[src/rtl/target_tracker_if.sv]
// Capture-to-tracker bundle: per-pixel write strobe and address, the
// per-frame detection result, and the tracked target presented downstream.
// The capture side drives through master; the tracker uses slave.
interface target_tracker_if;
  logic        enable_write_memory;
  logic [19:0] pos_pxl;
  logic        achou_out;
  logic [19:0] detect_pos_pixel;
  logic [9:0]  target_x;
  logic [9:0]  target_y;
  logic        target_valid;
  logic        update;
  logic        overrun;

  modport master (
    output enable_write_memory, pos_pxl, achou_out, detect_pos_pixel,
    input  target_x, target_y, target_valid, update, overrun
  );

  modport slave (
    input  enable_write_memory, pos_pxl, achou_out, detect_pos_pixel,
    output target_x, target_y, target_valid, update, overrun
  );
endinterface

[src/rtl/target_tracker.sv]
// Per-frame target tracker. On the first pixel write of a frame it samples
// the detection, splits the linear position into (x, y) with a 20-step
// restoring divider, and publishes the coordinate with a validity flag that
// drops after LOST_FRAMES consecutive misses.
// Optional macro TARGET_TRACKER_SMOOTH_EN enables a first-order IIR filter
// on the coordinate (weight 2^-SMOOTH_SHIFT); without it the raw coordinate
// is loaded. Latency is identical in both builds.
module target_tracker #(
  parameter int H_RES        = 640,
  parameter int V_RES        = 480,
  parameter int LOST_FRAMES  = 4,
  parameter int SMOOTH_SHIFT = 2
) (
  input logic            pclk,
  input logic            reset,
  target_tracker_if.slave trk
);

  localparam logic [10:0] DIVISOR   = 11'(H_RES);
  localparam logic [19:0] POS_LIMIT = 20'(H_RES * V_RES);
  localparam logic [3:0]  LOST_CNT  = 4'(LOST_FRAMES);
  localparam logic [4:0]  LAST_STEP = 5'd19;

`ifdef TARGET_TRACKER_SMOOTH_EN
  localparam bit FILT_EN = 1'b1;
`else
  localparam bit FILT_EN = 1'b0;
`endif

  typedef enum logic [2:0] {S_IDLE, S_DIV, S_FILT, S_MISS, S_OUT} state_t;

  state_t      state_reg, state_next;
  logic [19:0] dvd_reg, dvd_next;     // dividend shifts out, quotient shifts in
  logic [9:0]  rem_reg, rem_next;
  logic [4:0]  cnt_reg, cnt_next;
  logic [9:0]  x_reg, x_next;
  logic [9:0]  y_reg, y_next;
  logic [3:0]  miss_reg, miss_next;
  logic        valid_reg, valid_next;
  logic        update_reg, update_next;
  logic        overrun_reg, overrun_next;

  logic        frame_event;
  logic        hit;
  logic [10:0] rem_shift;
  logic        quo_bit;
  logic [9:0]  rem_sub;

  assign frame_event = trk.enable_write_memory && (trk.pos_pxl == 20'd0);
  assign hit         = trk.achou_out && (trk.detect_pos_pixel < POS_LIMIT);

  // One restoring step: bring in the next dividend bit, subtract if it fits.
  assign rem_shift = {rem_reg, dvd_reg[19]};
  assign quo_bit   = (rem_shift >= DIVISOR);
  assign rem_sub   = 10'(rem_shift - DIVISOR);

  // c + ((raw - c) >>> SMOOTH_SHIFT) with 12-bit signed arithmetic. The
  // floor of the shift keeps the result between c and raw, so it never
  // leaves the coordinate range.
  function automatic logic [9:0] iir_step(input logic [9:0] cur, input logic [9:0] raw);
    logic signed [11:0] diff;
    logic signed [11:0] step;
    logic signed [11:0] sum;
    diff = $signed({2'b00, raw}) - $signed({2'b00, cur});
    step = diff >>> SMOOTH_SHIFT;
    sum  = $signed({2'b00, cur}) + step;
    return sum[9:0];
  endfunction

  // State and datapath registers.
  always_ff @(posedge pclk) begin
    if (reset) begin
      state_reg   <= S_IDLE;
      dvd_reg     <= '0;
      rem_reg     <= '0;
      cnt_reg     <= '0;
      x_reg       <= '0;
      y_reg       <= '0;
      miss_reg    <= '0;
      valid_reg   <= 1'b0;
      update_reg  <= 1'b0;
      overrun_reg <= 1'b0;
    end else begin
      state_reg   <= state_next;
      dvd_reg     <= dvd_next;
      rem_reg     <= rem_next;
      cnt_reg     <= cnt_next;
      x_reg       <= x_next;
      y_reg       <= y_next;
      miss_reg    <= miss_next;
      valid_reg   <= valid_next;
      update_reg  <= update_next;
      overrun_reg <= overrun_next;
    end
  end

  // Next-state and datapath: sample on a frame event, divide, filter or
  // count a miss, then pulse update from the OUT state.
  always_comb begin
    state_next   = state_reg;
    dvd_next     = dvd_reg;
    rem_next     = rem_reg;
    cnt_next     = cnt_reg;
    x_next       = x_reg;
    y_next       = y_reg;
    miss_next    = miss_reg;
    valid_next   = valid_reg;
    update_next  = 1'b0;
    overrun_next = overrun_reg | (frame_event && (state_reg != S_IDLE));

    case (state_reg)
      S_IDLE: begin
        if (frame_event) begin
          if (hit) begin
            dvd_next   = trk.detect_pos_pixel;
            rem_next   = '0;
            cnt_next   = '0;
            state_next = S_DIV;
          end else begin
            state_next = S_MISS;
          end
        end
      end
      S_DIV: begin
        rem_next = quo_bit ? rem_sub : rem_shift[9:0];
        dvd_next = {dvd_reg[18:0], quo_bit};
        cnt_next = cnt_reg + 5'd1;
        if (cnt_reg == LAST_STEP) state_next = S_FILT;
      end
      S_FILT: begin
        // Remainder is the column, quotient (low bits) is the row.
        if (FILT_EN && valid_reg) begin
          x_next = iir_step(x_reg, rem_reg);
          y_next = iir_step(y_reg, dvd_reg[9:0]);
        end else begin
          x_next = rem_reg;
          y_next = dvd_reg[9:0];
        end
        miss_next   = '0;
        valid_next  = 1'b1;
        update_next = 1'b1;
        state_next  = S_OUT;
      end
      S_MISS: begin
        if (miss_reg < LOST_CNT) miss_next = miss_reg + 4'd1;
        if (miss_next >= LOST_CNT) valid_next = 1'b0;
        update_next = 1'b1;
        state_next  = S_OUT;
      end
      S_OUT: begin
        state_next = S_IDLE;
      end
      default: begin
        state_next = S_IDLE;
      end
    endcase
  end

  assign trk.target_x     = x_reg;
  assign trk.target_y     = y_reg;
  assign trk.target_valid = valid_reg;
  assign trk.update       = update_reg;
  assign trk.overrun      = overrun_reg;

endmodule

[src/flat_wrapper.sv]
// flat-port wrapper written by rule: the top's interface ports become plain ports
module target_tracker_flat 
#(
  parameter int H_RES        = 640,
  parameter int V_RES        = 480,
  parameter int LOST_FRAMES  = 4,
  parameter int SMOOTH_SHIFT = 2
)
  (pclk, reset, trk_enable_write_memory, trk_pos_pxl, trk_achou_out, trk_detect_pos_pixel, trk_target_x, trk_target_y, trk_target_valid, trk_update, trk_overrun);
  target_tracker_if trk_i ();
  input logic pclk;
  input logic reset;
  input wire logic [$bits(trk_i.enable_write_memory)-1:0] trk_enable_write_memory;
  input wire logic [$bits(trk_i.pos_pxl)-1:0] trk_pos_pxl;
  input wire logic [$bits(trk_i.achou_out)-1:0] trk_achou_out;
  input wire logic [$bits(trk_i.detect_pos_pixel)-1:0] trk_detect_pos_pixel;
  output wire logic [$bits(trk_i.target_x)-1:0] trk_target_x;
  output wire logic [$bits(trk_i.target_y)-1:0] trk_target_y;
  output wire logic [$bits(trk_i.target_valid)-1:0] trk_target_valid;
  output wire logic [$bits(trk_i.update)-1:0] trk_update;
  output wire logic [$bits(trk_i.overrun)-1:0] trk_overrun;
  assign trk_i.enable_write_memory = trk_enable_write_memory;
  assign trk_i.pos_pxl = trk_pos_pxl;
  assign trk_i.achou_out = trk_achou_out;
  assign trk_i.detect_pos_pixel = trk_detect_pos_pixel;
  assign trk_target_x = trk_i.target_x;
  assign trk_target_y = trk_i.target_y;
  assign trk_target_valid = trk_i.target_valid;
  assign trk_update = trk_i.update;
  assign trk_overrun = trk_i.overrun;
  target_tracker #(.H_RES(H_RES), .V_RES(V_RES), .LOST_FRAMES(LOST_FRAMES), .SMOOTH_SHIFT(SMOOTH_SHIFT)) u_core (.pclk(pclk), .reset(reset), .trk(trk_i));
endmodule
[config.mk]
export PLATFORM = sky130hd
export DESIGN_NAME = target_tracker_flat
export DESIGN_NICKNAME = d
export VERILOG_FILES = /design/src/rtl/target_tracker_if.sv /design/src/rtl/target_tracker.sv /design/src/flat_wrapper.sv
export SDC_FILE = /design/constraint.sdc
export NUM_CORES = 1
export LEC_CHECK = 0
export CAP_MARGIN = 40
export CORE_UTILIZATION = 53
export DETAILED_ROUTE_END_ITERATION = 7
export PLACE_DENSITY = 0.91
export SETUP_SLACK_MARGIN = 0.1
export SLEW_MARGIN = 20
export SYNTH_ARGS = -nofsm -noshare
export SYNTH_HDL_FRONTEND = slang
export SYNTH_SLANG_ARGS = --single-unit
[constraint.sdc]
create_clock -name pclk -period 5.38 [get_ports pclk]
set_clock_uncertainty 0.05 [all_clocks]
set_input_delay 1.614 -clock pclk [delete_from_list [all_inputs] [get_ports pclk]]
set_output_delay 1.614 -clock pclk [all_outputs]
set_load 0.01 [all_outputs]
==> results.txt <==
----------------------------------------------------
[Pwr]
  Sequential share of power ... 47.7%
  Clock power frac ... 47.1%
  Power density over the cells ... 266 mW/mm²
  Net load switching power ... 220 µW
  Leakage power of the design ... 1.42 nW
  Maximum resistive drop on vdd ... 0.180 mV
  Switching fraction of total power ... 21.8%
  Power share of the combinational group ... 5.2%
  Cell internal pwr ... 788 µW

[Synthesis]
  Most common flop cell mapped by yosys ... sky130_fd_sc_hd__dfxtp_1
  Synthesized netlist net count ... 386
  Post-synthesis register bit count ... 65
  Combined area of all synthesized cells ... 0.00287 mm²
  Fraction of registers with async set or reset after synthesis ... 0%
  Number of synthesized flops with an enable pin ... 0
  Mapped Cells ... 339
  Number of synthesis warnings ... 0
  Syn_area_per_cell ... 8.47 µm²
  Number of distinct library cells after synthesis ... 44
  Share of the yosys chip area belonging to registers ... 45.3%

[Clocking]
  Clock network latency to the later pin of the worst-skew pair ... 0.35 ns
  Max clock buf depth ... 2
  Clock-pin slew of the registers on the worst-case setup and hold paths ... 0.08 ns
  # H-tree levels ... 3
  Hold buffer count at cts ... 0
  Post-CTS setup-driven buffer insertion count ... 0
  CTS tree ... built
  Post-cts repair resize count ... 0
  Clock tree root buffer cell ... sky130_fd_sc_hd__clkbuf_8
  Number of buffers inserted during clock tree synthesis ... 9
  Number of clock sinks seen by CTS ... 65

[Critical path]
  Data required time at the worst endpoint ... 5.55 ns
  Max FO, Critical Path ... 29
  Kind of capture point of the worst setup path ... flop
  Critical setup path kind ... primary input to flop
  CP peak stage delay ... 0.65 ns
  Logic depth of the worst register-to-register path ... 6
  Number of gates on the worst path with buffers counted ... 7
  Buffers plus inverters on the worst setup path ... 2
  Slowest cell on the critical path ... sky130_fd_sc_hd__or4b_4
  Kind of cell adding the most delay to the critical path ... simple AND/OR/NAND/NOR gates
  Arrival time worst endpoint ... 3.82 ns
  Sequence of cells on the critical path ... clkdlybuf4s50_1 > a21oi_1 > o2111a_2 > or4b_4 > nand2_1 > buf_8 > a21boi_0
  Startpoint type of the worst setup path ... primary input

[Timing]
  Number of failing hold endpoints at the final stage ... 0
  Count of final setup violators ... 0
  Total count of max-transition violations in the final report ... 0
  Total negative slack ... 0 ns
  RSZ-0062 raised after global routing ... false
  Maximum operating frequency ... 274 MHz
  Ratio of final minimum period to clock period ... 67.9%
  Worst-Margin Slew ... 0.720 ns
  Shortest period the worst path allows ... 3.65 ns
  Hold_ws ... 0.406 ns
  Max transition margin ... 52.0%

[Worst hold path]
  Worst Hold Depth ... 2
  Class of the tightest hold or removal check ... flop to flop

[Place]
  Port buffer count ... 66
  Placement-stage cell area ... 0.00355 mm²
  Final weighted congestion of routability-driven global placement ... 0.820
  HPWL reported at the end of detailed placement ... 4360 µm

[GRT]
  Total congestion overflow ... 0
  Largest net degree at the start of global routing ... 42
  Aggregate global-route resource usage ... 25.5%
  Initial antenna violation count ... 0
  Vias in the first global route ... 2,429
  Global-route wire length before repair ... 10,900 µm

[Detailed routing]
  Remaining number of nets flagged by the antenna check after routing ... 0
  Via-to-Cell Ratio ... 5.53
  Routed length per placed instance ... 13.8 µm
  Total wire length after detailed routing ... 6510 µm
  DRC violations left ... 0
  DRT iter0 DRCs ... 236
  Length of the first detailed-routing pass in iterations ... 4
  Vias ... 2,608

[Cells and area]
  Number of antenna repair diodes ... 0
  Area of the multi-input gates ... 0.00144 mm²
  # nets final ... 444
  Final Cell Area ... 0.00379 mm²
  Final core utilization ... 73.3%
  Proportion of layout cells with a drive suffix above 1 ... 9.95%
  Fill cell total of the finished layout ... 368
  Highest-count cells in the layout ignoring fill and taps ... sky130_fd_sc_hd__clkdlybuf4s50_1, sky130_fd_sc_hd__dfxtp_1, sky130_fd_sc_hd__nand2_1
  Largest register FFs ... 20
  Area Growth Syn to Fin ... 31.9%
  Area taken by flip-flops and latches ... 0.00130 mm²

[Die]
  Die Y-Extent ... 75.6 µm
  Die Span X ... 75.6 µm
  Floorplan row count ... 26
  Number of placed I/O pins ... 67
  Area inside the core boundary ... 0.00517 mm²
  Die Footprint ... 0.00572 mm²
  Initial cell density of the core ... 55.5%

[Run]
  Max-capacitance violation count ... 0

[Outcome]
  Outcome ... complete, no violations

----------------------------------------------------
## worst reg2reg max path, stage by stage (launching register included)
cell and delay, ns:
sky130_fd_sc_hd__dfxtp_1 0.36, sky130_fd_sc_hd__nor2_2 0.19, sky130_fd_sc_hd__o2111a_2 0.25, sky130_fd_sc_hd__or4b_4 0.65, sky130_fd_sc_hd__nand2_1 0.25, sky130_fd_sc_hd__buf_8 0.21
sky130_fd_sc_hd__a21boi_0 0.13
## synthesized netlist by cell type, types with 2 or more instances
cell / n / area share, %
sky130_fd_sc_hd__nor3_1: 6 / 1.0
sky130_fd_sc_hd__dfxtp_1: 65 / 45
sky130_fd_sc_hd__a22oi_1: 2 / 0.52
sky130_fd_sc_hd__a21oi_1: 52 / 9.1
sky130_fd_sc_hd__a211oi_1: 2 / 0.52
sky130_fd_sc_hd__nand3_1: 9 / 1.6
sky130_fd_sc_hd__nand4_1: 4 / 0.87
sky130_fd_sc_hd__xor2_1: 2 / 0.61
sky130_fd_sc_hd__o21ai_1: 3 / 0.52
sky130_fd_sc_hd__nand2_1: 58 / 7.6
sky130_fd_sc_hd__o211a_1: 2 / 0.70
sky130_fd_sc_hd__nor3b_1: 3 / 0.78
sky130_fd_sc_hd__a21boi_0: 8 / 2.1
sky130_fd_sc_hd__clkbuf_1: 15 / 2.0
sky130_fd_sc_hd__nor4_1: 2 / 0.44
sky130_fd_sc_hd__o32ai_1: 2 / 0.61
sky130_fd_sc_hd__nor2_1: 34 / 4.4
sky130_fd_sc_hd__buf_2: 5 / 0.87
sky130_fd_sc_hd__a21boi_2: 10 / 3.9
sky130_fd_sc_hd__inv_1: 5 / 0.65
sky130_fd_sc_hd__ha_1: 3 / 1.3
sky130_fd_sc_hd__o21ai_0: 4 / 0.70
sky130_fd_sc_hd__nand2b_1: 4 / 0.87
sky130_fd_sc_hd__nor4b_1: 2 / 0.61
sky130_fd_sc_hd__mux2i_1: 18 / 6.3
## power by group through the flow
stage               Combinational [mW]  Sequential, mW  Clock (mW)
floorplan                       0.0157           0.492           0
CTS                             0.0525           0.481       0.477
detailed placement              0.0523           0.492           0
finish                          0.0524           0.481       0.475
global placement                0.0496           0.492           0
global route                    0.0557           0.481       0.499
## cells by family (layout without fill, tap and decap cells)
group	after synthesis	in the layout	synth area share, %
simple gates	129	129	20.4
compound gates	91	91	20.6
flops	65	65	45.3
buf+inv	29	92	4.79
mux	19	19	6.66
fa+ha+maj	3	3	1.31
xor+xnor	3	3	0.915
## cell type report
| type | count | area share, % |
|---|---|---|
| repair buffers | 71 | 18.8 |
| inverters | 5 | 0.495 |
| multi-input cells | 245 | 38.0 |
| well taps | 70 | 2.31 |
| flip-flops and latches | 65 | 34.3 |
| clock buffers | 10 | 3.63 |
| clock inverters | 6 | 2.41 |
## routing by layer
metal	part of all wire, %	track usage (%)	vias to the layer above
met5	0	0	-
met4	2.4	12.3	0
met3	4.7	5.16	12
met2	48	43.3	74
met1	44	31.0	1227
li1	-	-	1295
## through the flow
stage | power [mW] | worst slack (ns) | instances
after global placement | 0.542 | 1.12 | 454
final | 1.01 | 1.73 | 472
after floorplan | 0.508 | 2.27 | 339
after CTS | 1.01 | 1.33 | 471
after global routing | 1.04 | 1.62 | 472
after detailed placement | 0.544 | 0.987 | 455
## final timing paths
kind	start	slack [ns]	end
worst min register to register	u_core.trk.target_x[0]	0.41	u_core.trk.target_x[0]
worst max register to register	u_core.state_reg[1]	3.16	u_core.dvd_reg[7]
worst min-delay path	u_core.trk.target_x[0]	0.41	u_core.trk.target_x[0]
worst max-delay path	trk_detect_pos_pixel[12]	1.73	u_core.dvd_reg[7]
Note: power is estimated with default switching activity, not from simulation.
